==> config.mk <==
export PLATFORM = sky130hd
export DESIGN_NAME = div_strobe_sel
export DESIGN_NICKNAME = d
export VERILOG_FILES = /design/src/rtl/div_strobe_pkg.sv /design/src/rtl/tap_edge_detect.sv /design/src/rtl/div_strobe_sel.sv
export SDC_FILE = /design/constraint.sdc
export NUM_CORES = 1
export LEC_CHECK = 0
export BUFFER_PORTS_ARGS = -buffer_cell sky130_fd_sc_hd__buf_2
export CORE_MARGIN = 2
export CORE_UTILIZATION = 40
export CTS_CLUSTER_DIAMETER = 60
export DETAILED_ROUTE_END_ITERATION = 7
export PLACE_DENSITY = 0.68
export SLEW_MARGIN = 20
export SYNTH_ARGS = -nofsm -noshare
export SYNTH_HDL_FRONTEND = slang
export SYNTH_SLANG_ARGS = --single-unit
==> constraint.sdc <==
create_clock -name clk -period 5.1 [get_ports clk]
set_input_delay 0 -clock clk [delete_from_list [all_inputs] [get_ports clk]]
set_output_delay 0 -clock clk [all_outputs]
set_load 0.01 [all_outputs]
==> src/rtl/div_strobe_pkg.sv <==
// Shared types for the divider strobe selector.
// State enum and tap-select width helper.
package div_strobe_pkg;

    typedef enum logic {
        RUN,
        WAIT_ALIGN
    } state_t;

    function automatic int sel_w(input int n);
        return (n > 1) ? $clog2(n) : 1;
    endfunction

endpackage

==> src/rtl/tap_edge_detect.sv <==
// Registers divider tap levels and reports per-tap rise/fall.
// Reusable by any consumer of the binary divider taps.
module tap_edge_detect #(
    parameter int NUM_TAPS = 4
) (
    input  logic                clk,
    input  logic                n_rst,
    input  logic [NUM_TAPS-1:0] taps,
    output logic [NUM_TAPS-1:0] rise,
    output logic [NUM_TAPS-1:0] fall
);

    logic [NUM_TAPS-1:0] taps_q;

    always_ff @(posedge clk or negedge n_rst) begin
        if (!n_rst) begin
            taps_q <= '0;
        end else begin
            taps_q <= taps;
        end
    end

    assign rise = taps & ~taps_q;
    assign fall = taps_q & ~taps;

endmodule

==> src/rtl/div_strobe_sel.sv <==
// Clock-enable strobe generator on a selectable divider tap.
// Optional strobe counter built when DIV_STROBE_CNT_EN is defined.
module div_strobe_sel
    import div_strobe_pkg::*;
#(
    parameter int NUM_TAPS  = 4,
    parameter int CNT_WIDTH = 16,
    parameter int RESET_SEL = 0
) (
    input  logic                          clk,
    input  logic                          n_rst,
    input  logic [NUM_TAPS-1:0]           div_taps,
    input  logic                          sel_req,
    input  logic [sel_w(NUM_TAPS)-1:0]    sel_val,
    output logic                          sel_ack,
    output logic                          busy,
    output logic [sel_w(NUM_TAPS)-1:0]    active_sel,
    output logic                          strobe,
    output logic [CNT_WIDTH-1:0]          strobe_cnt
);

    localparam int SEL_W = sel_w(NUM_TAPS);
    localparam logic [SEL_W-1:0] RST_SEL = SEL_W'(RESET_SEL);

    logic [NUM_TAPS-1:0] rise;
    logic [NUM_TAPS-1:0] fall;

    state_t            state, state_d;
    logic [SEL_W-1:0]  pend_sel, pend_d;
    logic [SEL_W-1:0]  max_sel, max_d;
    logic [SEL_W-1:0]  active_d;
    logic              ack_d;
    logic              busy_d;
    logic              hit;

    tap_edge_detect #(
        .NUM_TAPS (NUM_TAPS)
    ) u_edge (
        .clk   (clk),
        .n_rst (n_rst),
        .taps  (div_taps),
        .rise  (rise),
        .fall  (fall)
    );

    assign hit = rise[active_sel];

    always_comb begin
        state_d  = state;
        pend_d   = pend_sel;
        max_d    = max_sel;
        active_d = active_sel;
        ack_d    = 1'b0;
        busy_d   = busy;
        unique case (state)
            RUN: begin
                if (sel_req) begin
                    if (sel_val == active_sel) begin
                        ack_d = 1'b1;
                    end else begin
                        pend_d  = sel_val;
                        max_d   = (sel_val > active_sel) ? sel_val : active_sel;
                        busy_d  = 1'b1;
                        state_d = WAIT_ALIGN;
                    end
                end
            end
            WAIT_ALIGN: begin
                // fall on the slowest involved tap means all lower taps are 0
                if (fall[max_sel]) begin
                    active_d = pend_sel;
                    ack_d    = 1'b1;
                    busy_d   = 1'b0;
                    state_d  = RUN;
                end
            end
        endcase
    end

    always_ff @(posedge clk or negedge n_rst) begin
        if (!n_rst) begin
            state      <= RUN;
            pend_sel   <= RST_SEL;
            max_sel    <= RST_SEL;
            active_sel <= RST_SEL;
            sel_ack    <= 1'b0;
            busy       <= 1'b0;
            strobe     <= 1'b0;
        end else begin
            state      <= state_d;
            pend_sel   <= pend_d;
            max_sel    <= max_d;
            active_sel <= active_d;
            sel_ack    <= ack_d;
            busy       <= busy_d;
            strobe     <= hit;
        end
    end

`ifdef DIV_STROBE_CNT_EN
    logic [CNT_WIDTH-1:0] cnt_q;

    always_ff @(posedge clk or negedge n_rst) begin
        if (!n_rst) begin
            cnt_q <= '0;
        end else if (hit) begin
            cnt_q <= cnt_q + CNT_WIDTH'(1);
        end
    end

    assign strobe_cnt = cnt_q;
`else
    assign strobe_cnt = '0;
`endif

endmodule
# [Word-level counts from Yosys, hierarchy flattened]
# Cells that the tools add are included.
# Widths: inputs -> output; s select.
[totals] ff_bits=14
[classes] magnitude_cmp=3 eq_ne=4 muxes=17 bitwise_logic=6 n_reduce_logical=3
[op_table] cell="$mux 1" n=11
[op_table] cell="$and 4x4->4" n=2
[op_table] cell="$not 4->4" n=2
[op_table] cell="$lt 2x3->1 const B" n=2
[op_table] cell="$pmux 1 s2" n=3
[op_table] cell="$reduce_and 3->1" n=2
[op_table] cell="$bmux 1 s2" n=2
[op_table] cell="$ne 2x2->1 const B" n=2
[op_table] cell="$eq 2x2->1" n=1
[op_table] cell="$gt 2x2->1" n=1
[op_table] cell="$mux 2" n=1
[op_table] cell="$ne 2x1->1 const B" n=1
[op_table] cell="$not 1->1" n=2
[op_table] cell="$reduce_and 2->1" n=1

# [Depth between registers and ports, before layout]
# Gate-level depths: netlist of the first run.
[logic_depth] word_depth=6 ltp_mapped=5 mapped_depth_nobuf=5

# [Cells and area by module]
# From an unflattened synthesis of the first run, not the netlist that was laid out.
[unflattened] hier_cells=74 area_unflattened_um2=789.5
[modules_own_cells] module="div_strobe_sel" instances=1 cells_per_inst=62 area_each_um2=619.3 seq_area_each_um2=250.2
[modules_own_cells] module="tap_edge_detect" instances=1 cells_per_inst=12 area_each_um2=170.2 seq_area_each_um2=100.1

# [Worst setup path after synthesis of the first run]
# Ideal clock, no wire load.
[synth_timing] path_kind="register to register" startpoint="reg max_sel[0]" endpoint="reg active_sel[0]" setup_time_ns=0.125 arrival_ns=1.656 slack_ns=3.319 stages_incl_launch_ff=4 n_path_buf=0 synth_period_minus_slack_ns=1.781 cell_sequence="dfrtp_1 -> or4b_2 -> a41oi_2 -> mux2_2"
[synth_between] elab_chain_cells=3
[synth_rtl] element="start: declaration" line="div_strobe_sel.sv:30" text="logic [SEL_W-1:0] max_sel, max_d;"
[synth_rtl] element="start signal: assignment" line="div_strobe_sel.sv:92" text="max_sel <= max_d;"
[synth_rtl] element="$bmux 1 s2" line="div_strobe_sel.sv:70" text="if (fall[max_sel]) begin"
[synth_rtl] element="$mux 1 (implied by the code)" line="div_strobe_sel.sv:70"
[synth_rtl] element="$reduce_and 2->1 (no source line)"
[synth_rtl] element="end signal: assignment" line="div_strobe_sel.sv:93" text="active_sel <= active_d;"
[synth_rtl] element="end: declaration" line="div_strobe_sel.sv:17" text="output logic [sel_w(NUM_TAPS)-1:0] active_sel,"
# No other way between the ends. The select of a mux whose other input is x is not followed.
# A chain may end at the register's enable or synchronous reset.

# [Final worst setup path of the first run]
[layout_timing] startpoint="in div_taps[0]" endpoint="reg active_sel[0]"
[layout_between] elab_chain_cells=5
[layout_rtl] element="start: declaration" line="div_strobe_sel.sv:12" text="input logic [NUM_TAPS-1:0] div_taps,"
[layout_rtl] element="$not 4->4" line="tap_edge_detect.sv:24" text="assign fall = taps_q & ~taps;"
[layout_rtl] element="$and 4x4->4" line="tap_edge_detect.sv:24"
[layout_rtl] element="$bmux 1 s2" line="div_strobe_sel.sv:70"
[layout_rtl] element="$mux 1 (implied by the code)" line="div_strobe_sel.sv:70"
[layout_rtl] element="$reduce_and 2->1 (no source line)"
# No other way between the ends. The select of a mux whose other input is x is not followed.

==> run metrics, run 1 <==
Min Hold Slack=between 0.01 and 0.015 ns; synth warn=0; Clock Pin Slew Worst Setup and Hold Paths=0.08 ns; fmax=534 MHz; DP Worst Slack=between 3 and 4 ns; most frequent cells in the layout=conb_1 (16), dfrtp_1 (14), buf_2 (13); P_sw=141 µW; critical path class=primary input to register; share of cells above drive strength 1=27.0%; initial drt markers=11; nets=between 100 and 150; I/O Pins=30; RePlAce Congestion=0.722; Gate Count Post-Synth=67; Rows=15; first-pass GRT wire length=2100 µm; port buffer count=13; CP max stage cell=or4b_2; fin util=50.1%; Sw Share=35.2%; CTS buffer count=3; Post-CTS Resized=0; post-detail-place hpwl=about 940 µm; Logic pwr share=38.3%; TritonCTS clock tree=done; Die H=47.5 µm; Top Usage Layer GRT=met2; vias in the first global route=between 400 and 500; crit share post-route=roughly 37%; GRT overflow=0; most common cell after layout, fill and taps aside=conb_1; drt wl/cell=about 11 µm; GR Util met2=23.5%; Inserted Diodes=0; clk_lat worst skew=around 0.27 ns; clock sink count=14; vias per cell=4.52; Die Area=2260 µm²; Core ar.=1760 µm²; total number of vias=515; crit start category=primary input; Seq pwr share=46.6%; sequential area share after synthesis=46.2%; placed cells=approximately 100; Netlist cell types=22; Worst path max stage delay=0.69 ns; clock share of power=roughly 15%; P_int=roughly 260 µW; Detailed Route WL=1300 µm; DRC viols=0; met1 Track Usage GR=16.2%; Tot Pwr=400 µW; Syn Area/Cell=approximately 11 µm²; post-route cell area=883 µm²; crit-path max FO=4; pin count of the biggest net entering global routing=15; CP top delay family=simple AND/OR/NAND/NOR gates; Static Leakage=between 0.4 and 0.5 nW; setup_tns=0 ns; post-synthesis register bit count=14; crit path DAT=around 2.0 ns; met3 GRT Util=2.26%; status=complete, no violations; Finished Layout Cells=114; cells along the critical path=dlygate4sd3_1, buf_2, or4b_2, a41oi_2, mux2_2; DP Area=791 µm²; element type at the critical path end=register; Post-CTS Setup Bufs=0; Routed Antenna Nets=0; Final Skew=0.00102 ns; clk root buf=clkbuf_4; synthesized area=758 µm²; WP data required=5.26 ns; htree depth=1; pwr dens=453 nW/µm²; drt pass-1 iters=4; Buf+Inv Stages, Crit Path=2; CTS Buffer Depth=2; initial antenna violation count=0; area delta synth->final=16.5%; Period minus WS final=1.87 ns; final-report hold violation count=0; Die W=47.5 µm; initial core utilization=43.0%; gr usage total=a little over an eighth; HP Class=primary input to register; final setup vio count=0; maximum vdd drop=~0.23 mV; Max-Cap Viols=0; unrepaired setup endpoints after global routing=no; hold bufs inserted after CTS=7; setup slack after layout=3.23 ns; Pins Over Slew Limit=0
## cell usage after synthesis
cell	count	area share [%]
buf_4	16	16
dfrtp_1	14	46
inv_1	8	4.0
mux2_2	6	8.9
ha_1	3	5.0
nor2_1	2	0.99
o21ai_0	2	1.3
or4bb_1	2	3.0
a21oi_1	1	0.66
a221oi_1	1	1.2
a32oi_1	1	1.2
a41o_1	1	1.3
a41oi_2	1	2.1
conb_1	1	0.49
mux2i_1	1	1.3
nand2b_1	1	0.83
nand3_1	1	0.66
nand4_1	1	0.83
nand4b_1	1	1.2
nor2b_1	1	0.83
o21bai_1	1	0.99
or4b_2	1	1.3
## state kept, by name, indices dropped and copies added, names as in the netlist
name and flops:
u_edge.taps_q 4, active_sel 2, max_sel 2, pend_sel 2
busy 1, sel_ack 1, state 1, strobe 1
## kinds of logic after synthesis
family / count (synthesis) / share of synthesized area [%]
multiplexers: 7 / 10.2
AND/OR/NAND/NOR: 10 / 9.57
other: 1 / 0.495
AO/OA/AOI/OAI: 8 / 8.75
adder cells (fa/ha/maj): 3 / 4.95
buffers and inverters: 24 / 19.8
flip-flops: 14 / 46.2
## worst paths after layout
kind,slack [ns],end,depth (start not counted),start
min in group asynchronous,0.15,pend_sel[0],2,n_rst
worst max register to register,3.23,active_sel[0],3,max_sel[0]
worst min register to register,0.51,active_sel[0],1,pend_sel[0]
max in group asynchronous,4.72,u_edge.taps_q[2],2,n_rst
worst min-delay path,0.01,sel_ack,2,sel_req
worst max-delay path,3.23,active_sel[0],5,div_taps[0]
## worst register-to-register path: stages (launching register included)
cell,delay (ns)
dfrtp_1,0.41
or4b_2,0.67
a41oi_2,0.31
mux2_2,0.36
## final cells by class
cell class	count	area [µm²]
multi-input cells	44	314
repair buffers	20	135
well taps	25	31.3
clock buffers	3	22.5
inverters	8	30.0
flip-flops and latches	14	350
fillers	178	881
## power by group through the flow
| stage | clock network [mW] | registers (mW) | logic, mW |
|---|---|---|---|
| after floorplan | 0 | 0.188 | 0.108 |
| after global placement | 0 | 0.186 | 0.149 |
| after detailed placement | 0 | 0.188 | 0.151 |
| after CTS | 0.0635 | 0.186 | 0.156 |
| after global routing | 0.0666 | 0.193 | 0.172 |
| final | 0.0604 | 0.186 | 0.153 |
## routing by layer
metal / vias up / wire length, µm
met3: 4 / 67
li1: 244 / -
met1: 248 / 557
met5: - / 0
met2: 19 / 644
met4: 0 / 29
(Power assumes the default switching activity.)
==> inputs of run 2 (changes only) <==
--- a/config.mk
+++ b/config.mk
@@ -10,7 +10,7 @@
 export CORE_UTILIZATION = 40
 export CTS_CLUSTER_DIAMETER = 60
 export DETAILED_ROUTE_END_ITERATION = 7
-export PLACE_DENSITY = 0.68
+export PLACE_DENSITY = 0.7
 export SLEW_MARGIN = 20
 export SYNTH_ARGS = -nofsm -noshare
 export SYNTH_HDL_FRONTEND = slang
==> constraint.sdc (replaced) <==
create_clock -name clk -period 1.6 [get_ports clk]
set_input_delay 0 -clock clk [delete_from_list [all_inputs] [get_ports clk]]
set_output_delay 0 -clock clk [all_outputs]
set_load 0.01 [all_outputs]
==> run metrics, run 2 (synthesized netlist as in run 1, its figures left out) <==
final setup vio count=4 (+4); pin count of the biggest net entering global routing=15 (unchanged); vias per cell=4.49 (-0.57%); DP Area=845 µm² (+6.8%); Static Leakage=0.519 nW (+13%); final-report hold violation count=0 (unchanged); CTS buffer count=3 (unchanged); crit share post-route=106%; CP top delay family=simple AND/OR/NAND/NOR gates; crit-path max FO=5 (+1); Die H=47.5 µm (unchanged); area delta synth->final=31.0%; Worst path max stage delay=0.55 ns (-0.14 ns); number of flip-flops in the largest register=4 (unchanged); fmax=592 MHz; WP data required=1.76 ns (-3.50 ns); Rows=15 (unchanged); cells along the critical path=or4b_4, a41oi_4, mux2_4; first-pass GRT wire length=2320 µm (+11%); setup slack after layout=-0.0886 ns (-3.32 ns); pwr dens=1570 nW/µm² (+250%); HP Class=primary input to register; critical path class=register to register; element type at the critical path end=register; most frequent cells in the layout=conb_1 (16), dfrtp_1 (14), buf_2 (13); Top reg by flops=u_edge.taps_q; GRT overflow=0 (unchanged); most common cell after layout, fill and taps aside=conb_1; port buffer count=13 (unchanged); CTS Buffer Depth=2 (unchanged); crit start category=register; Tot Pwr=1.56 mW (+290%); Buf+Inv Stages, Crit Path=0 (-2); post-route cell area=993 µm² (+12%); clock sink count=14 (unchanged); DRC viols=0 (unchanged); final-layout fill cell count=155 (-13%); Max-Cap Viols=0 (unchanged); total number of vias=548 (+6.4%); initial antenna violation count=0 (unchanged); Die Area=2260 µm² (unchanged); post-detail-place hpwl=1000 µm (+6.3%); Detailed Route WL=1410 µm (+8.3%); unrepaired setup endpoints after global routing=yes; Core ar.=1760 µm² (unchanged); clk_lat worst skew=0.27 ns (about the same); crit path DAT=1.85 ns (-0.18 ns); drt pass-1 iters=4 (unchanged); Multi-input gate area=357 µm² (+14%); maximum vdd drop=1.20 mV (+410%); htree depth=1 (unchanged); status=complete, but fails checks; share of cells above drive strength 1=37.1% (+10 points); Final Skew=0.00402 ns (+0.00300 ns); vias in the first global route=513 (+6.4%); nets=110 (+6.8%); initial core utilization=43.0% (unchanged); initial drt markers=5 (-6); FF/Latch Area=350 µm² (unchanged); Clock Pin Slew Worst Setup and Hold Paths=0.08 ns (about the same); RePlAce Congestion=0.764 (+5.8%); Finished Layout Cells=122 (+7.0%); drt wl/cell=11.5 µm (+1.2%); placed cells=109 (+4.8%); I/O Pins=30 (unchanged); gr usage total=14.8% (+1.1 points); TritonCTS clock tree=done; Routed Antenna Nets=0 (unchanged); Inserted Diodes=0 (unchanged); Period minus WS final=1.69 ns; CP max stage cell=or4b_4; clk root buf=clkbuf_4; failing checks=negative setup slack; Die W=47.5 µm (unchanged); Pins Over Slew Limit=0 (unchanged)
## run 2: worst paths after layout
check	start	to	slack [ns]	cells past startpoint
setup / recovery	max_sel[0]	active_sel[0]	-0.09	3
hold / removal	sel_req	sel_ack	0.004	2
setup reg to reg	max_sel[0]	active_sel[0]	-0.09	3
hold reg to reg	pend_sel[1]	active_sel[1]	0.53	1
max in group asynchronous	n_rst	active_sel[1]	1.21	2
min in group asynchronous	n_rst	max_sel[0]	0.15	2
## run 2: layout make-up
cell class              instances  area share [%]
clock buffers                   4            3.65
inverters                       8            3.02
multi-input cells              44            35.9
flip-flops and latches         14            35.3
well taps                      25            3.15
repair buffers                 27            19.0
## run 2: worst reg2reg max path, cell delays in order, from the launching register on
cell and delay (ns):
dfrtp_1 0.42, or4b_4 0.55, a41oi_4 0.29, mux2_4 0.33
## run 2: repair_timing
action,in CTS,in global routing
buffers inserted,2,2
resized for setup,3,4
endpoints found under the hold margin,19,0
endpoints found under the setup margin,2,7
pin swaps,1,1
hold buffers,6,0
## run 2: per-stage QoR
step	TNS, ns	worst slack [ns]	util (%)	hold slack, ns
floorplan	-0.0300	-0.0150	-	-0.296
detailed placement	-0.192	-0.101	47.9	-0.0893
CTS	-0.284	-0.0886	55.2	0.00107
global route	-0.540	-0.158	56.3	0.00247
global placement	-0.115	-0.0576	47.9	-0.0939
finish	-0.278	-0.0886	56.3	0.00398
## run 2: where the power goes
part	leakage (nW)	internal [mW]	switching [mW]	total (mW)
clock network	0.0210	0.138	0.108	0.246
logic	0.333	0.416	0.339	0.755
registers	0.165	0.486	0.0695	0.556
total	0.519	1.04	0.516	1.56
## run 2: layer usage
metal / vias up / routed length (µm) / global-route usage [%]
met2: 22 / 683 / 23.8
met5: - / 0 / 0
met1: 266 / 640 / 20.0
met3: 2 / 77 / 4.53
met4: 0 / 6 / 3.24
li1: 258 / - / -
==> inputs of run 3 (changes only) <==
--- a/config.mk
+++ b/config.mk
@@ -10,7 +10,8 @@
 export CORE_UTILIZATION = 40
 export CTS_CLUSTER_DIAMETER = 60
 export DETAILED_ROUTE_END_ITERATION = 7
-export PLACE_DENSITY = 0.7
+export PLACE_DENSITY = 0.68
+export RECOVER_POWER = 25
 export SLEW_MARGIN = 20
 export SYNTH_ARGS = -nofsm -noshare
 export SYNTH_HDL_FRONTEND = slang
==> constraint.sdc (replaced) <==
create_clock -name clk -period 2.2 [get_ports clk]
set_input_delay 0 -clock clk [delete_from_list [all_inputs] [get_ports clk]]
set_output_delay 0 -clock clk [all_outputs]
set_load 0.01 [all_outputs]
==> run metrics, run 3 (synthesized netlist as in run 1, its figures left out) <==
Tot Pwr=920 µW (-41%); RePlAce Congestion=0.722 (-5.5%); Pins Over Slew Limit=0 (unchanged); crit path DAT=2.03 ns (+0.18 ns); initial antenna violation count=0 (unchanged); pin count of the biggest net entering global routing=15 (unchanged); final-report hold violation count=0 (unchanged); GR Util met2=19.5% (-4.3 points); TritonCTS clock tree=done; hold endpoint=sel_ack; HP Class=primary input to register; nets=103 (-6.4%); vias in the first global route=473 (-7.8%); setup_tns=0 ns (+0.278 ns); crit share post-route=85.1%; I/O Pins=30 (unchanged); Static Leakage=0.457 nW (-12%); Detailed Route WL=1230 µm (-13%); initial core utilization=43.0% (unchanged); Finished Layout Cells=114 (-6.6%); most frequent cells in the layout=conb_1 (16), dfrtp_1 (14), buf_2 (12); critical path class=primary input to register; clk_lat worst skew=0.27 ns (about the same); Die H=47.5 µm (unchanged); Core ar.=1760 µm² (unchanged); hold path start=sel_req; final setup vio count=0 (-4); Min-Delay Path Depth=2 (unchanged); CTS Buffer Depth=2 (unchanged); status=complete, no violations; most common cell after layout, fill and taps aside=conb_1; first-pass GRT wire length=2080 µm (-10%); unrepaired setup endpoints after global routing=no; Clock Pin Slew Worst Setup and Hold Paths=0.08 ns (about the same); drt wl/cell=10.7 µm (-6.8%); Multi-input gate area=314 µm² (-12%); crit start category=primary input; maximum vdd drop=0.513 mV (-57%); pwr dens=1040 nW/µm² (-33%); cells on worst reg2reg path=3 (unchanged); Worst slew margin=50.3%; worst reg-to-reg setup slack=0.34 ns (+0.43 ns); met1 Track Usage GR=19.2% (-0.71 points); post-detail-place hpwl=959 µm (-4.3%); Top reg by flops=u_edge.taps_q; worst r2r src=max_sel[0]; element type at the critical path end=register; Critical R2R Capture=active_sel[1]; Post-CTS Setup Bufs=0 (-2); clk root buf=clkbuf_4; share of cells above drive strength 1=25.8% (-11 points); area delta synth->final=16.3%; DRC viols=0 (unchanged); CTS buffer count=3 (unchanged); initial drt markers=1 (-4); Final Skew=0.00278 ns (-0.00124 ns); htree depth=1 (unchanged); placed cells=104 (-4.6%); Min Hold Slack=0.0132 ns (+0.00922 ns); Rows=15 (unchanged); worst slew pin tran=0.746 ns; total number of vias=508 (-7.3%); hold bufs inserted after CTS=7 (+1); Inserted Diodes=0 (unchanged); fmax=around 530 MHz; final-layout fill cell count=181 (+17%); FF/Latch Area=350 µm² (unchanged); met3 GRT Util=2.26% (-2.3 points); vias per cell=4.46 (-0.79%); port buffer count=13 (unchanged); Period minus WS final=1.87 ns; number of flip-flops in the largest register=4 (unchanged); crit-path max FO=4 (-1); DP Worst Slack=0.343 ns (+0.443 ns); Routed Antenna Nets=0 (unchanged); Top Usage Layer GRT=met2; Die Area=2260 µm² (unchanged); GRT overflow=0 (unchanged); drt pass-1 iters=2 (-2); gr usage total=13.6% (-1.2 points); setup slack after layout=0.328 ns (+0.417 ns); Die W=47.5 µm (unchanged); clock sink count=14 (unchanged); Max-Cap Viols=0 (unchanged); Post-CTS Resized=0 (-3); WP data required=2.36 ns (+0.60 ns)
-- run 3: final cells by class --
| class | instances | share of cell area (%) |
|---|---|---|
| clock buffers | 3 | 2.55 |
| inverters | 8 | 3.40 |
| multi-input cells | 44 | 35.6 |
| flip-flops and latches | 14 | 39.7 |
| well taps | 25 | 3.55 |
| repair buffers | 20 | 15.2 |
-- run 3: routing by layer --
layer | part of all wire, % | routed length [µm]
met1 | 46 | 569
met2 | 48 | 587
met3 | 4.4 | 54
met4 | 1.1 | 14
met5 | 0 | 0
-- run 3: through the flow --
stage / instance area [µm²] / util [%]
floorplan: 815 / -
global placement: 791 / 44.8
detailed placement: 791 / 44.8
CTS: 883 / 50.1
global route: 882 / 50.0
finish: 882 / 50.0
-- run 3: power by group --
group | internal (mW) | switching, mW
Sequential | 0.354 | 0.0748
Clock | 0.0632 | 0.0734
Combinational | 0.183 | 0.172
Total | 0.600 | 0.321
-- run 3: worst max-delay path, cell delays in order --
cell and delay, ns:
dlygate4sd3_1 0.53, buf_2 0.13, or4b_2 0.69, a41oi_2 0.31, mux2_2 0.36
-- run 3: how the worst max path moves through the flow --
stage               slack [ns]        start       endpoint
CTS                       0.34   max_sel[0]  active_sel[1]
finish                    0.33  div_taps[0]  active_sel[1]
global placement          0.38   max_sel[0]  active_sel[0]
floorplan                 0.42   max_sel[0]  active_sel[0]
detailed placement        0.34   max_sel[0]  active_sel[1]
global route              0.28   max_sel[0]  active_sel[1]
